==> config.mk <==
export PLATFORM = sky130hd
export DESIGN_NAME = srio2udp_interface_flat
export DESIGN_NICKNAME = d
export VERILOG_FILES = /design/src/rtl/srio_udp_pkg.sv /design/src/rtl/srio2udp_interface_if.sv /design/src/rtl/srio_udp_len_check.sv /design/src/rtl/srio2udp_interface.sv /design/src/flat_wrapper.sv
export SDC_FILE = /design/constraint.sdc
export NUM_CORES = 1
export LEC_CHECK = 0
export BUFFER_PORTS_ARGS = -buffer_cell sky130_fd_sc_hd__buf_2
export CORE_ASPECT_RATIO = 1.1
export CORE_MARGIN = 2
export CORE_UTILIZATION = 53
export CTS_BUF_LIST = sky130_fd_sc_hd__clkbuf_8
export DETAILED_ROUTE_END_ITERATION = 6
export GPL_ROUTABILITY_DRIVEN = 0
export PLACE_DENSITY = 0.85
export SETUP_SLACK_MARGIN = 0.15
export SYNTH_ARGS = -nofsm -noshare
export SYNTH_HDL_FRONTEND = slang
export SYNTH_HIERARCHICAL = 1
export SYNTH_SLANG_ARGS = --single-unit
==> constraint.sdc <==
create_clock -name clk_udp -period 5.6 [get_ports clk_udp]
set_input_delay 1.12 -clock clk_udp [delete_from_list [all_inputs] [get_ports clk_udp]]
set_output_delay 1.12 -clock clk_udp [all_outputs]
set_load 0.05 [all_outputs]
==> src/rtl/srio_udp_pkg.sv <==
// Shared types, widths and helpers for the SRIO-to-UDP egress serialiser.
package srio_udp_pkg;

    typedef enum logic [1:0] {
        EMPTY = 2'd0,
        HI    = 2'd1,
        LO    = 2'd2
    } state_t;

    localparam int UDP_WIDTH   = 32;
    localparam int SRIO_WIDTH  = 64;
    localparam int KEEP_HI_MSB = 7;
    localparam int KEEP_HI_LSB = 4;
    localparam int KEEP_LO_MSB = 3;
    localparam int KEEP_LO_LSB = 0;

    function automatic logic [2:0] popcount4(input logic [3:0] keep);
        popcount4 = 3'(keep[0]) + 3'(keep[1]) + 3'(keep[2]) + 3'(keep[3]);
    endfunction

endpackage

==> src/rtl/srio2udp_interface_if.sv <==
// Bus bundle for the serialiser: 64-bit SRIO beat input side and 32-bit UDP word output side.
interface srio2udp_interface_if #(
    parameter int LEN_WIDTH = 16
);
    import srio_udp_pkg::*;

    logic [SRIO_WIDTH-1:0] srio_data_in;
    logic [7:0]            srio_keep_in;
    logic                  srio_valid_in;
    logic                  srio_first_in;
    logic                  srio_last_in;
    logic [LEN_WIDTH-1:0]  srio_length_in;
    logic                  srio_ready_out;

    logic [UDP_WIDTH-1:0]  udp_data_out;
    logic [3:0]            udp_keep_out;
    logic                  udp_valid_out;
    logic                  udp_first_out;
    logic                  udp_last_out;
    logic [LEN_WIDTH-1:0]  udp_length_out;
    logic                  udp_ready_in;

    // Upstream FIFO / downstream UDP engine side.
    modport master (
        output srio_data_in, srio_keep_in, srio_valid_in, srio_first_in,
               srio_last_in, srio_length_in, udp_ready_in,
        input  srio_ready_out, udp_data_out, udp_keep_out, udp_valid_out,
               udp_first_out, udp_last_out, udp_length_out
    );

    // The serialiser itself.
    modport slave (
        input  srio_data_in, srio_keep_in, srio_valid_in, srio_first_in,
               srio_last_in, srio_length_in, udp_ready_in,
        output srio_ready_out, udp_data_out, udp_keep_out, udp_valid_out,
               udp_first_out, udp_last_out, udp_length_out
    );

endinterface

==> src/rtl/srio_udp_len_check.sv <==
// Output byte counter; flags (sticky) a packet whose emitted byte total differs from its declared length.
module srio_udp_len_check
    import srio_udp_pkg::*;
#(
    parameter int LEN_WIDTH = 16
) (
    input  logic                 clk_udp,
    input  logic                 reset_udp,
    input  logic                 word_hs,
    input  logic [3:0]           word_keep,
    input  logic                 word_first,
    input  logic                 word_last,
    input  logic [LEN_WIDTH-1:0] pkt_length,
    output logic                 len_err
);

    logic [LEN_WIDTH-1:0] count_reg;
    logic [LEN_WIDTH-1:0] count_next;
    logic                 len_err_reg;

    // The first word restarts the count; the sum wraps naturally at LEN_WIDTH bits.
    always_comb begin
        count_next = (word_first ? '0 : count_reg) + LEN_WIDTH'(popcount4(word_keep));
    end

    always_ff @(posedge clk_udp) begin
        if (reset_udp) begin
            count_reg   <= '0;
            len_err_reg <= 1'b0;
        end else if (word_hs) begin
            count_reg <= count_next;
            if (word_last && (count_next != pkt_length)) begin
                len_err_reg <= 1'b1;
            end
        end
    end

    assign len_err = len_err_reg;

endmodule

==> src/rtl/srio2udp_interface.sv <==
// Serialises 64-bit SRIO beats into 32-bit UDP words, upper word first.
// Optional length check is enabled by defining SRIO2UDP_LEN_CHECK_EN.
module srio2udp_interface
    import srio_udp_pkg::*;
#(
    parameter int DATA_WIDTH = 64,
    parameter int LEN_WIDTH  = 16
) (
    input  logic                 clk_udp,
    input  logic                 reset_udp,
    srio2udp_interface_if.slave  bus,
    output logic                 len_err_out
);

    localparam int HALF_W = DATA_WIDTH / 2;

    state_t               state_reg;
    logic [HALF_W-1:0]    hold_lo_data_reg;
    logic [3:0]           hold_lo_keep_reg;
    logic                 hold_last_reg;

    logic [UDP_WIDTH-1:0] udp_data_reg;
    logic [3:0]           udp_keep_reg;
    logic                 udp_valid_reg;
    logic                 udp_first_reg;
    logic                 udp_last_reg;
    logic [LEN_WIDTH-1:0] udp_length_reg;

    logic                 out_hs;
    logic                 final_half;
    logic                 final_hs;
    logic                 in_ready;
    logic                 accept;

    state_t               load_state;
    logic [UDP_WIDTH-1:0] load_data;
    logic [3:0]           load_keep;
    logic                 load_valid;
    logic                 load_first;
    logic                 load_last;

    logic [3:0]           in_keep_hi;
    logic [3:0]           in_keep_lo;

    assign in_keep_hi = bus.srio_keep_in[KEEP_HI_MSB:KEEP_HI_LSB];
    assign in_keep_lo = bus.srio_keep_in[KEEP_LO_MSB:KEEP_LO_LSB];

    // A HI half with an empty lower word is already the beat's last half.
    assign out_hs     = udp_valid_reg && bus.udp_ready_in;
    assign final_half = (state_reg == LO) || ((state_reg == HI) && (hold_lo_keep_reg == 4'h0));
    assign final_hs   = out_hs && final_half;
    assign in_ready   = !reset_udp && ((state_reg == EMPTY) || final_hs);
    assign accept     = bus.srio_valid_in && in_ready;

    // First emitted half of an incoming beat; a zero-keep last beat becomes an empty LO word.
    always_comb begin
        load_state = EMPTY;
        load_data  = bus.srio_data_in[HALF_W-1:0];
        load_keep  = in_keep_lo;
        load_valid = 1'b0;
        load_first = bus.srio_first_in;
        load_last  = bus.srio_last_in;
        if (in_keep_hi != 4'h0) begin
            load_state = HI;
            load_data  = bus.srio_data_in[DATA_WIDTH-1:HALF_W];
            load_keep  = in_keep_hi;
            load_valid = 1'b1;
            load_last  = bus.srio_last_in && (in_keep_lo == 4'h0);
        end else if (in_keep_lo != 4'h0) begin
            load_state = LO;
            load_valid = 1'b1;
        end else if (bus.srio_last_in) begin
            load_state = LO;
            load_keep  = 4'h0;
            load_valid = 1'b1;
        end
    end

    always_ff @(posedge clk_udp) begin
        if (reset_udp) begin
            state_reg        <= EMPTY;
            hold_lo_data_reg <= '0;
            hold_lo_keep_reg <= '0;
            hold_last_reg    <= 1'b0;
            udp_data_reg     <= '0;
            udp_keep_reg     <= '0;
            udp_valid_reg    <= 1'b0;
            udp_first_reg    <= 1'b0;
            udp_last_reg     <= 1'b0;
            udp_length_reg   <= '0;
        end else if (accept) begin
            state_reg        <= load_state;
            hold_lo_data_reg <= bus.srio_data_in[HALF_W-1:0];
            hold_lo_keep_reg <= in_keep_lo;
            hold_last_reg    <= bus.srio_last_in;
            udp_data_reg     <= load_data;
            udp_keep_reg     <= load_keep;
            udp_valid_reg    <= load_valid;
            udp_first_reg    <= load_first && load_valid;
            udp_last_reg     <= load_last && load_valid;
            if (bus.srio_first_in) begin
                udp_length_reg <= bus.srio_length_in;
            end
        end else if (out_hs) begin
            if (final_half) begin
                state_reg     <= EMPTY;
                udp_valid_reg <= 1'b0;
                udp_first_reg <= 1'b0;
                udp_last_reg  <= 1'b0;
            end else begin
                state_reg     <= LO;
                udp_data_reg  <= hold_lo_data_reg;
                udp_keep_reg  <= hold_lo_keep_reg;
                udp_first_reg <= 1'b0;
                udp_last_reg  <= hold_last_reg;
            end
        end
    end

    assign bus.srio_ready_out = in_ready;
    assign bus.udp_data_out   = udp_data_reg;
    assign bus.udp_keep_out   = udp_keep_reg;
    assign bus.udp_valid_out  = udp_valid_reg;
    assign bus.udp_first_out  = udp_first_reg;
    assign bus.udp_last_out   = udp_last_reg;
    assign bus.udp_length_out = udp_length_reg;

`ifdef SRIO2UDP_LEN_CHECK_EN
    srio_udp_len_check #(
        .LEN_WIDTH (LEN_WIDTH)
    ) u_len_check (
        .clk_udp    (clk_udp),
        .reset_udp  (reset_udp),
        .word_hs    (out_hs),
        .word_keep  (udp_keep_reg),
        .word_first (udp_first_reg),
        .word_last  (udp_last_reg),
        .pkt_length (udp_length_reg),
        .len_err    (len_err_out)
    );
`else
    assign len_err_out = 1'b0;
`endif

endmodule

==> src/flat_wrapper.sv <==
// flat-port wrapper written by rule: the top's interface ports become plain ports
module srio2udp_interface_flat import srio_udp_pkg::*;
#(
    parameter int DATA_WIDTH = 64,
    parameter int LEN_WIDTH  = 16
)
  (clk_udp, reset_udp, len_err_out, bus_srio_data_in, bus_srio_keep_in, bus_srio_valid_in, bus_srio_first_in, bus_srio_last_in, bus_srio_length_in, bus_udp_ready_in, bus_srio_ready_out, bus_udp_data_out, bus_udp_keep_out, bus_udp_valid_out, bus_udp_first_out, bus_udp_last_out, bus_udp_length_out);
  srio2udp_interface_if #(.LEN_WIDTH(LEN_WIDTH)) bus_i ();
  input  logic clk_udp;
  input  logic reset_udp;
  output logic len_err_out;
  input wire logic [$bits(bus_i.srio_data_in)-1:0] bus_srio_data_in;
  input wire logic [$bits(bus_i.srio_keep_in)-1:0] bus_srio_keep_in;
  input wire logic [$bits(bus_i.srio_valid_in)-1:0] bus_srio_valid_in;
  input wire logic [$bits(bus_i.srio_first_in)-1:0] bus_srio_first_in;
  input wire logic [$bits(bus_i.srio_last_in)-1:0] bus_srio_last_in;
  input wire logic [$bits(bus_i.srio_length_in)-1:0] bus_srio_length_in;
  input wire logic [$bits(bus_i.udp_ready_in)-1:0] bus_udp_ready_in;
  output wire logic [$bits(bus_i.srio_ready_out)-1:0] bus_srio_ready_out;
  output wire logic [$bits(bus_i.udp_data_out)-1:0] bus_udp_data_out;
  output wire logic [$bits(bus_i.udp_keep_out)-1:0] bus_udp_keep_out;
  output wire logic [$bits(bus_i.udp_valid_out)-1:0] bus_udp_valid_out;
  output wire logic [$bits(bus_i.udp_first_out)-1:0] bus_udp_first_out;
  output wire logic [$bits(bus_i.udp_last_out)-1:0] bus_udp_last_out;
  output wire logic [$bits(bus_i.udp_length_out)-1:0] bus_udp_length_out;
  assign bus_i.srio_data_in = bus_srio_data_in;
  assign bus_i.srio_keep_in = bus_srio_keep_in;
  assign bus_i.srio_valid_in = bus_srio_valid_in;
  assign bus_i.srio_first_in = bus_srio_first_in;
  assign bus_i.srio_last_in = bus_srio_last_in;
  assign bus_i.srio_length_in = bus_srio_length_in;
  assign bus_i.udp_ready_in = bus_udp_ready_in;
  assign bus_srio_ready_out = bus_i.srio_ready_out;
  assign bus_udp_data_out = bus_i.udp_data_out;
  assign bus_udp_keep_out = bus_i.udp_keep_out;
  assign bus_udp_valid_out = bus_i.udp_valid_out;
  assign bus_udp_first_out = bus_i.udp_first_out;
  assign bus_udp_last_out = bus_i.udp_last_out;
  assign bus_udp_length_out = bus_i.udp_length_out;
  srio2udp_interface #(.DATA_WIDTH(DATA_WIDTH), .LEN_WIDTH(LEN_WIDTH)) u_core (.clk_udp(clk_udp), .reset_udp(reset_udp), .bus(bus_i), .len_err_out(len_err_out));
endmodule
==> impl_metrics.env, run 1 <==
export IMPL_syn_area_mm2=0.003964
export IMPL_insertion_delay_ns=0.35
export IMPL_cp_start_kind="primary input"
export IMPL_synth_edff_count=0
export IMPL_rr_startpoint="u_core/hold_lo_keep_reg[1]$_SDFFE_PP0N_"
export IMPL_worstPathArrival_ns=2.32
export IMPL_nFillCells=633
export IMPL_num_vias=3888
export IMPL_core_area_mm2=0.007350
export IMPL_drt_wl_total_mm=10.18
export IMPL_reg2regPathDepth=5
export IMPL_r2r_setup_slack_ns=2.90
export IMPL_ant_nets=0
export IMPL_syn_to_final_growth_pct=22.29
export IMPL_post_cts_buffers=0
export IMPL_met1_usage_pct=29.29
export IMPL_overflow=0
export IMPL_netlist_top_cells_count="nand2_1 (140), dfxtp_1 (94), a21oi_1 (72)"
export IMPL_hp_start="u_core/hold_lo_data_reg[4]$_SDFFE_PP0N_"
export IMPL_antenna_found_initial=0
export IMPL_clock_root_buffer="clkbuf_8"
export IMPL_synthDistinctLibCells=42
export IMPL_die_x_um=86.46
export IMPL_synth_top_area_share_pct=47.47
export IMPL_ir_drop_mv=0.1747
export IMPL_num_rows=33
export IMPL_worst_slew_pin_slew_ns=1.094
export IMPL_crit_fanout=9
export IMPL_top_usage_layer="met2"
export IMPL_grt_pass1_wl_mm=15.88
export IMPL_final_hold_viol_count=0
export IMPL_slew_violations=0
export IMPL_power_mw=1.484
export IMPL_cts_tree="yes"
export IMPL_postSynthCellCount=478
export IMPL_cts_buffers=9
export IMPL_synth_most_common_cell="nand2_1"
export IMPL_drtIter0Drc=248
export IMPL_nets=697
export IMPL_cts_hold_buf=0
export IMPL_grt_start_max_net_pins=78
export IMPL_first_global_vias=3602
export IMPL_ys_seq_elements=94
export IMPL_status="finished, final reports clean"
export IMPL_drc=0
export IMPL_min_period_ns=3.441
export IMPL_drt_first_pass_iters=5
export IMPL_worstSetupPathType="primary input to output port"
export IMPL_yosys_top_cells_area="dfxtp_1 (47%), nand2_1 (13%), a21oi_1 (9.1%), a221o_1 (6.6%), mux2i_1 (5.6%)"
export IMPL_yosysTopAreaCell="dfxtp_1"
export IMPL_ios=151
export IMPL_diodes=0
export IMPL_path_clk_slew_ns=0.09
export IMPL_synthesis_nets=572
export IMPL_setup_tns_final_ns=0
export IMPL_finalWorstSetupSlack_ns=2.159
export IMPL_r2r_end="u_core/bus.udp_data_out[21]$_SDFFE_PP0P_"
export IMPL_async_flop_share_pct=0
export IMPL_skew_ns=0.01405
export IMPL_rsz0062_at_grt="false"
export IMPL_die_area_mm2=0.008187
export IMPL_setup_viol=0
export IMPL_p_leak_nw=2.185
export IMPL_ys_flop_type="dfxtp_1"
export IMPL_viasPerCell=5.602
export IMPL_dpl_worst_slack_ns=2.155
export IMPL_worstHoldPathType="flip-flop to flip-flop"
export IMPL_ys_warn_count=6
export IMPL_pwr_density_cell_mw_per_mm2=306.2
export IMPL_avgSynthCellArea_um2=8.292
export IMPL_cts_sinks=94
export IMPL_drive_gt1_share_pct=29.98
export IMPL_track_usage_pct=23.94
export IMPL_hpwl_mm=6.843
export IMPL_wl_per_cell_um=14.67
export IMPL_max_cap_viol_count=0
export IMPL_crit_start="bus_udp_ready_in"
export IMPL_maxSlewHeadroom_pct=26.92
export IMPL_start_util_pct=53.93
export IMPL_fmaxAchievable_mhz=290.6
export IMPL_use_met2_pct=41.60
export IMPL_die_h_um=94.70
export IMPL_end_kind="output port"
export IMPL_htree_levels=3
export IMPL_port_buffers=149
export IMPL_cp_required_ns=4.48
export IMPL_endpoint="bus_srio_ready_out"
export IMPL_yosysSeqAreaShare_pct=47.47
export IMPL_use_met3_pct=3.846
export IMPL_period_share_pct=61.45
export IMPL_ctsLongestPathBuffers=2
export IMPL_cts_repair_resized=0
==> cells by family after synthesis <==
family | Yosys count | share of synthesized area [%]
buffers and inverters | 40 | 5.050
AO/OA/AOI/OAI | 127 | 21.15
AND/OR/NAND/NOR | 194 | 20.68
multiplexers | 22 | 5.556
other | 1 | 0.09461
flip-flops | 94 | 47.47
==> metrics by stage <==
stage	hold WS, ns	instance area (um^2)	utilization (%)	std cells
finish	0.4592	4847	65.95	694
CTS	0.4570	4847	65.95	694
global route	0.4744	4847	65.95	694
floorplan	0.4340	3964	-	478
global placement	0.4392	4673	63.59	679
detailed placement	0.4365	4673	63.59	679
==> power by group <==
part           switching (mW)  internal (mW)  total [mW]  leakage, nW
Combinational           0.235          0.104       0.340         1.34
Sequential             0.0290          0.716       0.745        0.769
Clock                   0.229          0.171       0.399       0.0804
==> placed cells by master (no fill, tap or decap), drive strengths merged, types with 2 or more instances in the layout <==
| master | n |
|---|---|
| or4 | 3 |
| nand3 | 4 |
| clkinvlp | 3 |
| nor2 | 26 |
| a211oi | 4 |
| a31o | 5 |
| buf | 153 |
| a21oi | 72 |
| clkbuf | 10 |
| o21ai | 6 |
| mux2i | 22 |
| nor2b | 3 |
| nor4 | 2 |
| nor3 | 7 |
| a21boi | 2 |
| a221o | 26 |
| dfxtp | 94 |
| nand2 | 141 |
| a31oi | 3 |
| a221oi | 3 |
| nand3b | 2 |
| clkinv | 2 |
| a22oi | 2 |
==> final cells by class <==
| cell class | count | area, um^2 | area share [%] |
|---|---|---|---|
| multi-input combinational | 344 | 1903 | 39.26 |
| sequential | 94 | 1882 | 38.82 |
| timing repair buffer | 153 | 775.7 | 16.00 |
| clock buffer | 10 | 137.6 | 2.839 |
| tap | 87 | 108.9 | 2.246 |
| clock inverter | 5 | 36.28 | 0.7486 |
| inverter | 1 | 3.754 | 0.07744 |
==> worst min path at each step <==
stage	cells after the start	slack, ns	endpoint
5_1_grt	2	0.47	u_core/hold_lo_data_reg[30]$_SDFFE_PP0N_
4_1_cts	1	0.46	u_core/bus.udp_keep_out[3]$_SDFFE_PP0P_
2_1_floorplan	2	0.43	u_core/hold_lo_data_reg[23]$_SDFFE_PP0N_
3_3_place_gp	1	0.44	u_core/bus.udp_keep_out[3]$_SDFFE_PP0P_
6_report	2	0.46	u_core/hold_lo_data_reg[4]$_SDFFE_PP0N_
3_5_place_dp	1	0.44	u_core/bus.udp_keep_out[3]$_SDFFE_PP0P_
==> routing by layer <==
metal | share of wire [%] | routed length [um]
met1 | 40 | 4073
met2 | 52 | 5242
met3 | 6.8 | 689
met4 | 1.7 | 173
met5 | 0 | 0
==> critical path, stage by stage <==
cell	delay, ns
buf_2	0.10
nand2_1	0.21
o32a_1	0.50
nor2_1	0.12
buf_2	0.28
Power figures use the tool's default switching activity.
==> inputs of run 2 (changes only) <==
--- a/config.mk
+++ b/config.mk
@@ -5,14 +5,15 @@
 export SDC_FILE = /design/constraint.sdc
 export NUM_CORES = 1
 export LEC_CHECK = 0
+export ABC_AREA = 1
 export BUFFER_PORTS_ARGS = -buffer_cell sky130_fd_sc_hd__buf_2
 export CORE_ASPECT_RATIO = 1.1
 export CORE_MARGIN = 2
-export CORE_UTILIZATION = 53
+export CORE_UTILIZATION = 47
 export CTS_BUF_LIST = sky130_fd_sc_hd__clkbuf_8
 export DETAILED_ROUTE_END_ITERATION = 6
 export GPL_ROUTABILITY_DRIVEN = 0
-export PLACE_DENSITY = 0.85
+export PLACE_DENSITY = 0.79
 export SETUP_SLACK_MARGIN = 0.15
 export SYNTH_ARGS = -nofsm -noshare
 export SYNTH_HDL_FRONTEND = slang
==> constraint.sdc (replaced) <==
create_clock -name clk_udp -period 2.9 [get_ports clk_udp]
set_input_delay 0.58 -clock clk_udp [delete_from_list [all_inputs] [get_ports clk_udp]]
set_output_delay 0.58 -clock clk_udp [all_outputs]
set_load 0.05 [all_outputs]
==> run 2 against run 1 <==
Critical path depth up 7. Global-route usage decreased by 0.71 points. Wire length is 15% higher. First-iteration DRC count is 9.7% higher. Die area up 25%. Clock power rose by 140%. Clock skew decreased by 0.0046 ns. Flip-flop and latch count is the same. Largest cell class unchanged. Sequential power increased by 92%. Largest power group unchanged.
==> impl_metrics.env, run 2 <==
export IMPL_async_flop_share_pct=0
export IMPL_critPathTopFamily="simple AND/OR/NAND/NOR gates"
export IMPL_cts_hold_buf=0
export IMPL_rsz0062_at_grt="false"
export IMPL_nFillCells=882
export IMPL_worstPathArrival_ns=2.52
export IMPL_fmaxAchievable_mhz=447.1
export IMPL_ctsLongestPathBuffers=2
export IMPL_setup_tns_final_ns=0
export IMPL_drc=0
export IMPL_max_cap_viol_count=0
export IMPL_cts_tree="yes"
export IMPL_final_cell_mix="nand2_1 (223), buf_2 (149), nand3_1 (122)"
export IMPL_ir_drop_mv=0.3894
export IMPL_ios=151
export IMPL_p_leak_nw=2.849
export IMPL_ant_nets=0
export IMPL_end_kind="flip-flop"
export IMPL_status="finished, final reports clean"
export IMPL_grt_pass1_wl_mm=19.07
export IMPL_r2r_end="u_core/bus.udp_keep_out[1]$_SDFFE_PP0P_"
export IMPL_cts_sinks=94
export IMPL_drt_wl_total_mm=11.69
export IMPL_met1_usage_pct=27.99
export IMPL_use_met2_pct=40.53
export IMPL_period_share_pct=77.13
export IMPL_path_cells="inv_2 > nor2_2 > nand3_1 > nand2_1 > nand2_2 > nand2_2 > nand3_4 > inv_2 > nand2_1 > nand3_1 > inv_1 > nor2_1"
export IMPL_start_util_pct=47.80
export IMPL_setup_viol=0
export IMPL_insertion_delay_ns=0.35
export IMPL_placed_area_mm2=0.005140
export IMPL_synthesis_nets=763
export IMPL_hp_start="bus_srio_length_in[7]"
export IMPL_skew_ns=0.009399
export IMPL_path_clk_slew_ns=0.09
export IMPL_antenna_found_initial=0
export IMPL_first_global_vias=4396
export IMPL_synth_most_common_cell="nand2_1"
export IMPL_yosysTopAreaCell="dfxtp_1"
export IMPL_slowest_delay_ns=0.64
export IMPL_drt_first_pass_iters=5
export IMPL_clock_root_buffer="clkbuf_8"
export IMPL_final_common_cell="nand2_1"
export IMPL_avgSynthCellArea_um2=6.615
export IMPL_drtIter0Drc=272
export IMPL_ys_seq_elements=94
export IMPL_post_cts_buffers=0
export IMPL_yosysSeqAreaShare_pct=42.52
export IMPL_syn_area_mm2=0.004425
export IMPL_cts_repair_resized=0
export IMPL_core_area_mm2=0.009259
export IMPL_hold_end="u_core/bus.udp_length_out[7]$_SDFFE_PP0P_"
export IMPL_synth_edff_count=0
export IMPL_top_usage_layer="met2"
export IMPL_ys_warn_count=6
export IMPL_cp_required_ns=3.18
export IMPL_synth_top_area_share_pct=42.52
export IMPL_diodes=0
export IMPL_cp_slowest_cell="inv_2"
export IMPL_slew_violations=0
export IMPL_min_delay_path_depth=3
export IMPL_crit_fanout=44
export IMPL_grt_start_max_net_pins=57
export IMPL_hpwl_mm=7.957
export IMPL_final_hold_viol_count=0
export IMPL_maxSlewHeadroom_pct=52.96
export IMPL_worst_slew_pin_slew_ns=0.7046
export IMPL_worstHoldPathType="primary input to flip-flop"
export IMPL_synthDistinctLibCells=26
export IMPL_nets=884
export IMPL_rr_startpoint="u_core/state_reg[0]$_SDFFE_PP0P_"
export IMPL_pwr_density_cell_mw_per_mm2=578.4
export IMPL_r2r_setup_slack_ns=0.66
export IMPL_yosys_top_cells_area="dfxtp_1 (43%), nand2_1 (19%), nand3_1 (14%), a21oi_1 (4.5%), nor2_1 (4.4%)"
export IMPL_track_usage_pct=23.22
export IMPL_viasPerCell=5.083
export IMPL_overflow=0
export IMPL_postSynthCellCount=669
export IMPL_wl_per_cell_um=12.81
export IMPL_crit_buf_inv=3
export IMPL_ys_flop_type="dfxtp_1"
export IMPL_worstSetupPathType="flip-flop to flip-flop"
export IMPL_num_vias=4636
export IMPL_cts_buffers=9
export IMPL_finalInstanceArea_mm2=0.005364
export IMPL_num_rows=37
export IMPL_die_area_mm2=0.01021
export IMPL_die_h_um=105.8
export IMPL_netlist_top_cells_count="nand2_1 (223), nand3_1 (122), dfxtp_1 (94)"
export IMPL_cp_start_kind="flip-flop"
export IMPL_reg2regPathDepth=12
export IMPL_drive_gt1_share_pct=23.65
export IMPL_die_x_um=96.52
export IMPL_htree_levels=3
export IMPL_min_period_ns=2.237
export IMPL_use_met3_pct=4.646
export IMPL_syn_to_final_growth_pct=21.20
export IMPL_port_buffers=149
==> run 2: cell families after synthesis <==
family | after synthesis | synth area share (%)
simple gates | 408 | 39.21
buf+inv | 95 | 9.867
flops | 94 | 42.52
compound gates | 71 | 8.312
other cells | 1 | 0.08474
==> run 2: cell type report <==
cell class	instances	area (um^2)	area share, %
timing repair buffer	158	825.8	15.40
tap	117	146.4	2.729
clock buffer	10	137.6	2.566
multi-input combinational	480	2110	39.33
inverter	47	176.4	3.289
clock inverter	6	86.33	1.610
sequential	94	1882	35.08
==> run 2: how the worst max path moves through the flow <==
stage / cells past startpoint / slack, ns / to / startpoint
2_1_floorplan: 5 / 0.83 / bus_srio_ready_out / u_core/bus.udp_valid_out$_SDFFE_PP0P_
3_5_place_dp: 11 / 0.53 / u_core/bus.udp_keep_out[1]$_SDFFE_PP0P_ / bus_udp_ready_in
5_1_grt: 10 / 0.42 / u_core/hold_lo_data_reg[7]$_SDFFE_PP0N_ / u_core/state_reg[0]$_SDFFE_PP0P_
3_3_place_gp: 11 / 0.59 / u_core/bus.udp_last_out$_SDFFE_PP0P_ / bus_udp_ready_in
4_1_cts: 7 / 0.68 / bus_srio_ready_out / u_core/state_reg[0]$_SDFFE_PP0P_
6_report: 12 / 0.66 / u_core/bus.udp_keep_out[1]$_SDFFE_PP0P_ / u_core/state_reg[0]$_SDFFE_PP0P_
==> run 2: through the flow <==
stage | power, mW | worst slack (ns) | utilization (%) | cells | hold WS, ns
global placement | 2.162 | 0.5916 | 55.51 | 896 | 0.4535
floorplan | 1.991 | 0.8281 | - | 669 | 0.4450
CTS | 3.136 | 0.6779 | 57.93 | 912 | 0.4351
finish | 3.103 | 0.6633 | 57.93 | 912 | 0.4551
detailed placement | 2.179 | 0.5303 | 55.51 | 896 | 0.4559
global route | 3.264 | 0.4182 | 57.93 | 912 | 0.4377
==> run 2: routing by layer <==
layer  wire, um  share of wire [%]  vias to the layer above
li1           -                  -                     2363
met1       4939                 42                     2074
met2       5625                 48                      184
met3        976                8.4                       15
met4        145                1.2                        0
met5          0                  0                        -
==> run 2: power by group <==
part | switching, mW | internal, mW
sequential | 0.0468 | 1.38
clock | 0.444 | 0.506
combinational | 0.523 | 0.203
==> run 2: worst register-to-register path: cells and delay by family (launching register included) <==
| family | cells | cell delay, ns |
|---|---|---|
| AND/OR/NAND/NOR | 9 | 1.04 |
| buffers and inverters | 3 | 0.76 |
| flip-flops | 1 | 0.37 |
==> inputs of run 3 (changes only) <==
--- a/config.mk
+++ b/config.mk
@@ -5,11 +5,11 @@
 export SDC_FILE = /design/constraint.sdc
 export NUM_CORES = 1
 export LEC_CHECK = 0
-export ABC_AREA = 1
+export ABC_AREA = 0
 export BUFFER_PORTS_ARGS = -buffer_cell sky130_fd_sc_hd__buf_2
 export CORE_ASPECT_RATIO = 1.1
 export CORE_MARGIN = 2
-export CORE_UTILIZATION = 47
+export CORE_UTILIZATION = 46
 export CTS_BUF_LIST = sky130_fd_sc_hd__clkbuf_8
 export DETAILED_ROUTE_END_ITERATION = 6
 export GPL_ROUTABILITY_DRIVEN = 0
==> constraint.sdc (replaced) <==
create_clock -name clk_udp -period 2 [get_ports clk_udp]
set_input_delay 0.4 -clock clk_udp [delete_from_list [all_inputs] [get_ports clk_udp]]
set_output_delay 0.4 -clock clk_udp [all_outputs]
set_load 0.05 [all_outputs]
==> run 3 against run 2 <==
The run now ends with setup timing left. Register-to-register slack lost 0.86 ns. Total power grew 60%. Sequential power grew 45%. Non-clock buffer count grew 39. Sequential share of layout area shrank 3.3 points. Flip-flop and latch count is the same. Critical path depth shrank 4. First-iteration DRC count shrank 26%. Hold slack lost 0.19 ns. Highest routed layer unchanged.
==> impl_metrics.env, run 3 (synthesis results as in run 1) <==
export IMPL_ios=151
export IMPL_cp_slowest_cell="or4_4"
export IMPL_core_area_mm2=0.008364
export IMPL_dpl_worst_slack_ns=-0.08598
export IMPL_setup_viol=94
export IMPL_max_cap_viol_count=0
export IMPL_critPathTopFamily="simple AND/OR/NAND/NOR gates"
export IMPL_overflow=0
export IMPL_first_global_vias=4007
export IMPL_drc=0
export IMPL_drive_gt1_share_pct=41.56
export IMPL_crit_fanout=6
export IMPL_final_hold_viol_count=0
export IMPL_path_cells="or4_4 > o32a_4 > buf_4 > nor2b_4 > buf_12 > bufbuf_16 > a22oi_1 > nor2_1"
export IMPL_hpwl_mm=7.471
export IMPL_ctsLongestPathBuffers=2
export IMPL_place_inst=726
export IMPL_grt_pass1_wl_mm=18.68
export IMPL_period_share_pct=109.8
export IMPL_port_buffers=149
export IMPL_placed_area_mm2=0.005101
export IMPL_wl_per_cell_um=15.91
export IMPL_start_util_pct=47.39
export IMPL_final_cell_mix="buf_2 (149), nand2_1 (138), dfxtp_1 (93)"
export IMPL_diodes=0
export IMPL_cp_required_ns=2.29
export IMPL_drt_wl_total_mm=12.14
export IMPL_finalInstanceArea_mm2=0.005929
export IMPL_cp_start_kind="flip-flop"
export IMPL_clock_root_buffer="clkbuf_8"
export IMPL_cts_tree="yes"
export IMPL_num_vias=4109
export IMPL_htree_levels=3
export IMPL_end_kind="flip-flop"
export IMPL_antenna_found_initial=0
export IMPL_status="finished, violations left"
export IMPL_path_clk_slew_ns=0.10
export IMPL_die_area_mm2=0.009376
export IMPL_p_leak_nw=2.637
export IMPL_viasPerCell=5.385
export IMPL_syn_to_final_growth_pct=49.59
export IMPL_slew_violations=0
export IMPL_min_period_ns=2.197
export IMPL_cts_buffers=9
export IMPL_nets=741
export IMPL_die_h_um=101.4
export IMPL_worstPathArrival_ns=2.48
export IMPL_crit_buf_inv=3
export IMPL_pwr_density_cell_mw_per_mm2=836.5
export IMPL_fin_cells=763
export IMPL_drt_first_pass_iters=4
export IMPL_slowest_delay_ns=0.53
export IMPL_insertion_delay_ns=0.36
export IMPL_fmaxAchievable_mhz=455.2
export IMPL_worstSetupPathType="flip-flop to flip-flop"
export IMPL_ir_drop_mv=0.4887
export IMPL_skew_ns=0.01540
export IMPL_worstHoldPathType="primary input to flip-flop"
export IMPL_track_usage_pct=25.16
export IMPL_rsz0062_at_grt="true"
export IMPL_ant_nets=0
export IMPL_violations="setup timing"
export IMPL_num_rows=35
export IMPL_die_x_um=92.51
export IMPL_grt_start_max_net_pins=50
export IMPL_cts_sinks=94
export IMPL_drtIter0Drc=200
export IMPL_finalWorstSetupSlack_ns=-0.1968
export IMPL_final_common_cell="buf_2"
==> run 3: changes by cell type in the layout (fill, tap and decap cells not counted), moves of 22 or more <==
cell     previous run  this run
a21oi_2             0        32
mux2i_1             0        22
a221o_1             0        26
nand2_1           223       138
nand3_1           122         4
inv_1              43         1
nor2_1             51        23
==> run 3: worst reg2reg max path: stages, from the launching register on <==
cell	delay, ns
dfxtp_1	0.32
or4_4	0.53
o32a_4	0.35
buf_4	0.17
nor2b_4	0.18
buf_12	0.15
bufbuf_16	0.25
a22oi_1	0.07
nor2_1	0.13
==> run 3: worst paths after layout <==
| check | start | endpoint | slack [ns] | depth (start not counted) |
|---|---|---|---|---|
| min | bus_srio_last_in | u_core/hold_last_reg$_SDFFE_PP0N_ | 0.27 | 3 |
| max reg2reg | u_core/hold_lo_keep_reg[1]$_SDFFE_PP0N_ | u_core/state_reg[0]$_SDFFE_PP0P_ | -0.20 | 8 |
| min reg2reg | u_core/bus.udp_keep_out[3]$_SDFFE_PP0P_ | u_core/bus.udp_keep_out[3]$_SDFFE_PP0P_ | 0.46 | 1 |
| max | u_core/hold_lo_keep_reg[1]$_SDFFE_PP0N_ | u_core/state_reg[0]$_SDFFE_PP0P_ | -0.20 | 8 |
==> run 3: layout make-up <==
class	count	area, um^2
fillers	667	2435
clock inverters	6	115.1
repair buffers	197	1515
flip-flops and latches	94	1886
clock buffers	10	137.6
well taps	111	138.9
inverters	1	3.754
multi-input cells	344	2133
==> run 3: metal layers <==
metal  track usage (%)  share of wire [%]
met4             8.496                1.7
met5                 0                  0
met3             6.473                6.4
met2             43.18                 50
met1             30.91                 42
==> run 3: power breakdown <==
part / switching [mW] / internal [mW]
logic: 0.776 / 0.533
registers: 0.0769 / 2.01
clock network: 0.694 / 0.874
total: 1.55 / 3.41
==> run 3: timing repair <==
item                                    in CTS  in global routing
gates resized for setup                     22                 20
endpoints found under the setup margin      94                 95
pin swaps                                    1                  3
hold buffers                                 0                  0
buffers inserted                             8                  3
cloned                                      10                  0
==> run 3: per-stage QoR <==
stage                     power (mW)  util (%)  TNS [ns]  hold WS, ns
after floorplan                2.865         -  -0.01501       0.4318
after CTS                      4.934     69.47    -14.26       0.2556
after global routing           5.157     70.89    -15.93       0.2558
after detailed placement       3.200     60.99    -1.543       0.4334
after global placement         3.172     60.99         0       0.4341
final                          4.960     70.89    -11.35       0.2695
